### config.mk
export PLATFORM = sky130hd
export DESIGN_NAME = ctrl_pool_stride
export DESIGN_NICKNAME = d
export VERILOG_FILES = /design/src/rtl/ctrl_pool_stride.sv
export SDC_FILE = /design/constraint.sdc
export NUM_CORES = 2
export LEC_CHECK = 0
export ABC_AREA = 1
export CORE_MARGIN = 5
export CORE_UTILIZATION = 45
export CTS_CLUSTER_SIZE = 14
export DETAILED_ROUTE_END_ITERATION = 7
export MAX_ROUTING_LAYER = met4
export PLACE_DENSITY = 0.63
export SLEW_MARGIN = 20
export SYNTH_ARGS = -nofsm -noshare
export SYNTH_HDL_FRONTEND = slang
export SYNTH_SLANG_ARGS = --single-unit
### constraint.sdc
create_clock -name clk -period 3.5 [get_ports clk]
set_clock_uncertainty 0.1 [all_clocks]
set_input_delay 0.7 -clock clk [delete_from_list [all_inputs] [get_ports clk]]
set_output_delay 0.7 -clock clk [all_outputs]
set_load 0.05 [all_outputs]
### src/rtl/ctrl_pool_stride.sv
// Raster tracker that generates line-buffer and pool start/valid/stop for a strided pooling stage.
// Bus bit order is {stop, valid, start}. Define CTRL_POOL_CFG_CHECK_EN to add the cfg_err port.
//
// state    | meaning
// ---------+-----------------------------------------------------------
// S_WAIT   | idle, counters cleared, waiting for in_ctrl start
// S_ACTIVE | frame in progress, held until the delayed stop reaches out_ctrl
module ctrl_pool_stride #(
    parameter int LWIDTH    = 10,
    parameter int D_POOLBUF = 1026,
    parameter int D_POOL    = 2,
    parameter int SWIDTH    = 2
) (
    input  logic              clk,
    input  logic              xrst,
    input  logic [2:0]        in_ctrl,
    input  logic [LWIDTH-1:0] fea_w,
    input  logic [LWIDTH-1:0] fea_h,
    input  logic [LWIDTH-1:0] pool_size,
    input  logic [SWIDTH-1:0] stride_log2,
    output logic              buf_feat_en,
    output logic [2:0]        out_ctrl,
    output logic              pool_oe,
    output logic [LWIDTH-1:0] w_pool_size,
    output logic [LWIDTH-1:0] w_out_w,
    output logic [LWIDTH-1:0] w_out_h
`ifdef CTRL_POOL_CFG_CHECK_EN
    ,
    output logic              cfg_err
`endif
);

    localparam int DW = $clog2(D_POOLBUF);

    typedef enum logic {
        S_WAIT   = 1'b0,
        S_ACTIVE = 1'b1
    } state_t;

    state_t state, state_nxt;

    logic              in_start, in_valid;
    logic              unused_in_stop;
    logic              start_cfg, cfg_bad, adv;
    logic [LWIDTH-1:0] r_fea_w, r_fea_h;
    logic [SWIDTH-1:0] r_stride_log2;
    logic [DW-1:0]     r_delay;
    logic [LWIDTH-1:0] x, y, px, py, stride_mask;
    logic              x_last, y_last, x_win0, y_win0;
    logic              ev_start, ev_valid, ev_stop;
    logic [2:0]        dly [D_POOLBUF];
    logic [2:0]        pipe [D_POOL];
    logic [2:0]        pool_ctrl;

    assign in_start       = in_ctrl[0];
    assign in_valid       = in_ctrl[1];
    // Frame end comes from the position counters, so the upstream stop is not needed.
    assign unused_in_stop = in_ctrl[2];

    assign start_cfg = (state == S_WAIT) && in_start;

`ifdef CTRL_POOL_CFG_CHECK_EN
    assign cfg_bad = (pool_size < LWIDTH'(2)) || (pool_size > fea_w) || (pool_size > fea_h)
                   || ((32'd1 << stride_log2) > 32'(pool_size));

    always_ff @(posedge clk or negedge xrst) begin
        if (!xrst)          cfg_err <= 1'b0;
        else if (start_cfg) cfg_err <= cfg_bad;
    end
`else
    assign cfg_bad = 1'b0;
`endif

    always_ff @(posedge clk or negedge xrst) begin
        if (!xrst) state <= S_WAIT;
        else       state <= state_nxt;
    end

    always_comb begin
        state_nxt = state;
        case (state)
            S_WAIT:   if (in_start && !cfg_bad) state_nxt = S_ACTIVE;
            S_ACTIVE: if (out_ctrl[2])          state_nxt = S_WAIT;
            default:                            state_nxt = S_WAIT;
        endcase
    end

    always_ff @(posedge clk or negedge xrst) begin
        if (!xrst) begin
            r_fea_w       <= '0;
            r_fea_h       <= '0;
            r_stride_log2 <= '0;
            r_delay       <= '0;
            w_pool_size   <= '0;
            w_out_w       <= '0;
            w_out_h       <= '0;
        end else if (start_cfg) begin
            r_fea_w       <= fea_w;
            r_fea_h       <= fea_h;
            r_stride_log2 <= stride_log2;
            r_delay       <= DW'(fea_w) + DW'(2);
            w_pool_size   <= pool_size;
            w_out_w       <= ((fea_w - pool_size) >> stride_log2) + LWIDTH'(1);
            w_out_h       <= ((fea_h - pool_size) >> stride_log2) + LWIDTH'(1);
        end
    end

    assign adv         = (state == S_ACTIVE) && in_valid;
    assign stride_mask = (LWIDTH'(1) << r_stride_log2) - LWIDTH'(1);
    assign x_last      = (x == r_fea_w - LWIDTH'(1));
    assign y_last      = (y == r_fea_h - LWIDTH'(1));
    assign x_win0      = (x == w_pool_size - LWIDTH'(1));
    assign y_win0      = (y == w_pool_size - LWIDTH'(1));

    // px/py hold the stride phase of the current column/row relative to the first full window.
    always_ff @(posedge clk or negedge xrst) begin
        if (!xrst) begin
            x  <= '0;
            y  <= '0;
            px <= '0;
            py <= '0;
        end else if (state == S_WAIT) begin
            x  <= '0;
            y  <= '0;
            px <= '0;
            py <= '0;
        end else if (in_valid) begin
            if (x_last) begin
                x  <= '0;
                px <= '0;
                if (y_last) begin
                    y  <= '0;
                    py <= '0;
                end else begin
                    y  <= y + LWIDTH'(1);
                    py <= y_win0 ? (LWIDTH'(1) & stride_mask) : ((py + LWIDTH'(1)) & stride_mask);
                end
            end else begin
                x  <= x + LWIDTH'(1);
                px <= x_win0 ? (LWIDTH'(1) & stride_mask) : ((px + LWIDTH'(1)) & stride_mask);
            end
        end
    end

    assign ev_start = adv && (x == w_pool_size - LWIDTH'(2)) && y_win0;
    assign ev_valid = adv && (x >= w_pool_size - LWIDTH'(1)) && (y >= w_pool_size - LWIDTH'(1))
                   && ((px == '0) || x_win0) && ((py == '0) || y_win0);
    assign ev_stop  = adv && x_last && y_last;

    // dly[0] is the registered stage-0 event; dly[i] lags it by i cycles.
    always_ff @(posedge clk or negedge xrst) begin
        if (!xrst) begin
            for (int i = 0; i < D_POOLBUF; i++) dly[i] <= '0;
        end else begin
            dly[0] <= {ev_stop, ev_valid, ev_start};
            for (int i = 1; i < D_POOLBUF; i++) dly[i] <= dly[i-1];
        end
    end

    assign pool_ctrl = (32'(r_delay) < D_POOLBUF) ? dly[r_delay] : 3'b000;

    always_ff @(posedge clk or negedge xrst) begin
        if (!xrst) begin
            for (int i = 0; i < D_POOL; i++) pipe[i] <= '0;
        end else begin
            pipe[0] <= pool_ctrl;
            for (int i = 1; i < D_POOL; i++) pipe[i] <= pipe[i-1];
        end
    end

    assign out_ctrl = pipe[D_POOL-1];
    assign pool_oe  = pipe[D_POOL-2][1];

    always_ff @(posedge clk or negedge xrst) begin
        if (!xrst) buf_feat_en <= 1'b0;
        else       buf_feat_en <= in_start;
    end

endmodule

==> impl_metrics.env <==
export IMPL_synth_async_reset_ratio=1.00
export IMPL_start_util=0.451
export IMPL_ctsResizeCount=0
export IMPL_grtUsageMet3=0.0366
export IMPL_finalPower_mw=73.8
export IMPL_cp_end_kind="flip-flop"
export IMPL_max_stage_delay_ns=0.61
export IMPL_yosysTopAreaCell="dfrtp_1"
export IMPL_track_usage=0.229
export IMPL_drt_wl_total_um=293000
export IMPL_wire_per_inst_um=19.7
export IMPL_cts_made_buffers=333
export IMPL_synth_fp_nets=11200
export IMPL_synth_edff_count=0
export IMPL_grt_util_met1=0.324
export IMPL_timing_hold_ws_ns=0.191
export IMPL_cts_root_buf="clkbuf_16"
export IMPL_hpwl_um=170000
export IMPL_period_needed_ns=3.21
export IMPL_busiest_layer="met2"
export IMPL_grt_overflow=0
export IMPL_layout_cells_non_filler=14900
export IMPL_grt_max_degree=136
export IMPL_crit_type="flip-flop to flip-flop"
export IMPL_gp_congestion=0.855
export IMPL_cp_required_ns=4.20
export IMPL_worstMarginPinSlew_ns=0.895
export IMPL_vias=80300
export IMPL_synth_area_leaders="dfrtp_1, nand2_1, nand3_1, nor2_1, o21ai_0"
export IMPL_avgSynthCellArea_um2=10.4
export IMPL_yosysMostFrequentCell="nand2_1"
export IMPL_cp_start_kind="flip-flop"
export IMPL_ir_drop_mv=0.454
export IMPL_clk_latency_ns=0.97
export IMPL_netlist_area_mm2=0.116
export IMPL_cts_clk_slew_worst_paths_ns=0.06
export IMPL_crit_top_cell="nand2_1"
export IMPL_die_area_mm2=0.267
export IMPL_layout_drive_gt1_share=0.0812
export IMPL_hp_class="input port to async pin"
export IMPL_cp_cell_sequence="inv_16 > buf_12 > nand2_1 > nand3_1 > nand3_1 > nand3_1 > nand2_1 > nand2_1 > nand2_1 > a21oi_1 > nand2_1 > nand2_1 > nand2_1 > nor2_1 > nand2_1 > nand3_1 > nand2_1"
export IMPL_reg2reg_from="r_fea_w[0]"
export IMPL_setup_viol=0
export IMPL_layout_setup_ws_ns=0.285
export IMPL_area_growth_pct=14.5
export IMPL_grtUsageMet2=0.348
export IMPL_die_h_um=517
export IMPL_fillers=22000
export IMPL_fp_dieW_um=517
export IMPL_slew_headroom=0.401
export IMPL_final_nets=11300
export IMPL_ys_seq_area_frac=0.689
export IMPL_worst_path_buf_inv=2
export IMPL_drc=0
export IMPL_cp_top_family="simple AND/OR/NAND/NOR gates"
export IMPL_cp_slowest_cell="dfrtp_4"
export IMPL_ant_nets=0
export IMPL_synth_seq_cells=3188
export IMPL_dr_pass1_iters=5
export IMPL_cts_setup_buffers=0
export IMPL_core_area_mm2=0.256
export IMPL_synthTopCellsByCount="nand2_1, dfrtp_1, nand3_1"
export IMPL_crit_fanout=110
export IMPL_numPortBuffers=70
export IMPL_netlist_area_leader_share=0.689
export IMPL_syn_inst=11100
export IMPL_grt_antenna_before_repair=4
export IMPL_p_leak_nw=65.1
export IMPL_startpoint="r_fea_w[0]"
export IMPL_dp_cells=14300
export IMPL_max_cap_violations=0
export IMPL_clock_sinks=3188
export IMPL_drt_first_iter_violations=7240
export IMPL_cts_max_path_buffers=4
export IMPL_cts_tree="yes"
export IMPL_rows=186
export IMPL_power_density_mw_per_mm2=557
export IMPL_finalHoldViolCount=0
export IMPL_via_per_inst=5.40
export IMPL_drv_slew=0
export IMPL_h_tree_depth=5
export IMPL_max_freq_mhz=311
export IMPL_cp_arrival_ns=3.91
export IMPL_synth_ff_type="dfrtp_1"
export IMPL_synth_warnings=0
export IMPL_grt_pass1_wl_um=477000
export IMPL_io_pins=72
export IMPL_pre_cts_slack_ns=-0.132
export IMPL_netlist_cell_type_count=48
export IMPL_status="completed"
export IMPL_post_route_period_util=0.919
export IMPL_grt_setup_unrepaired="false"
export IMPL_first_global_vias=82800
## flip-flops by register name, indices dropped and copies added (netlist names), 3 cells and up
name / flops
dly: 3078
out_ctrl: 3
px: 10
py: 10
r_delay: 10
r_fea_h: 10
r_fea_w: 10
w_out_h: 10
w_out_w: 10
w_pool_size: 10
x: 10
y: 10
## worst paths after layout
| path | endpoint | slack (ns) | cells after the start |
|---|---|---|---|
| worst max register to register | pipe[5] | 0.29 | 17 |
| worst min register to register | dly[200] | 0.23 | 0 |
| worst min-delay path | dly[680] | 0.19 | 2 |
| max in group asynchronous | dly[2944] | 1.74 | 5 |
| worst max-delay path | pipe[5] | 0.29 | 17 |
| min in group clk | dly[200] | 0.23 | 0 |
## cell usage in the layout, fill, tap and decap left out, types with 7 or more instances in the layout
cell / netlist / routed
ha_1: 46 / 46
buf_12: 0 / 135
clkinvlp_4: 0 / 7
clkinv_2: 0 / 57
nor3_1: 47 / 47
o22ai_1: 98 / 98
a211oi_1: 8 / 8
a21oi_1: 231 / 231
clkdlybuf4s50_1: 0 / 69
nand2_1: 3204 / 3201
nand4_1: 44 / 44
or2_2: 21 / 21
nor2_1: 769 / 763
o21ai_1: 35 / 35
nand3_1: 1765 / 1765
clkbuf_8: 0 / 83
inv_1: 258 / 255
a31oi_1: 9 / 9
o21ai_0: 488 / 488
dfrtp_1: 3188 / 3181
clkbuf_16: 0 / 340
o211ai_1: 98 / 98
bufinv_16: 0 / 17
xor2_1: 48 / 48
clkbuf_1: 99 / 61
buf_4: 101 / 233
nand3b_1: 9 / 9
xnor2_1: 20 / 20
a21boi_0: 25 / 25
## final cells by class
type | count | area (µm²) | area share
sequential | 3188 | 79800 | 0.602
clock buffer | 484 | 9880 | 0.0746
multi-input combinational | 7006 | 31400 | 0.237
tap | 3384 | 4230 | 0.0320
timing repair buffer | 439 | 5180 | 0.0391
antenna | 3 | 7.51 | 0.0000567
clock inverter | 89 | 941 | 0.00710
inverter | 265 | 1040 | 0.00782
## stage by stage
step | util | cell area [µm²] | TNS [ns]
after detailed placement | 0.474 | 122000 | -0.673
after global routing | 0.517 | 133000 | 0
after global placement | 0.474 | 122000 | -1.35
final | 0.517 | 133000 | 0
after CTS | 0.517 | 133000 | 0
after floorplan | - | 116000 | 0
## cell families (layout without fill, tap and decap cells)
group / count (synthesis) / after routing / synth area share
other cells: 0 / 3 / 0
xor+xnor: 68 / 68 / 0.00515
simple gates: 5882 / 5882 / 0.213
fa+ha+maj: 48 / 48 / 0.00532
flops: 3188 / 3188 / 0.689
buf+inv: 944 / 1277 / 0.0396
compound gates: 1008 / 1008 / 0.0480
## routing by layer
metal,vias to the layer above,share of wire
li1,36500,-
met1,40900,0.45
met2,2229,0.46
met3,564,0.057
met4,0,0.029
met5,-,0
## repair_timing
item                       4_1_cts  5_1_grt
hold endpoints to repair       522        0
setup endpoints to repair        0        0
hold buffers                     1        0
## report_power, final
group,total [mW],switching (mW),leakage [nW],internal (mW)
clock network,35.0,14.2,5.37,20.8
logic,1.74,1.24,15.4,0.504
registers,37.0,0.124,44.4,36.9
total,73.8,15.6,65.1,58.2
(Power assumes the default switching activity.)
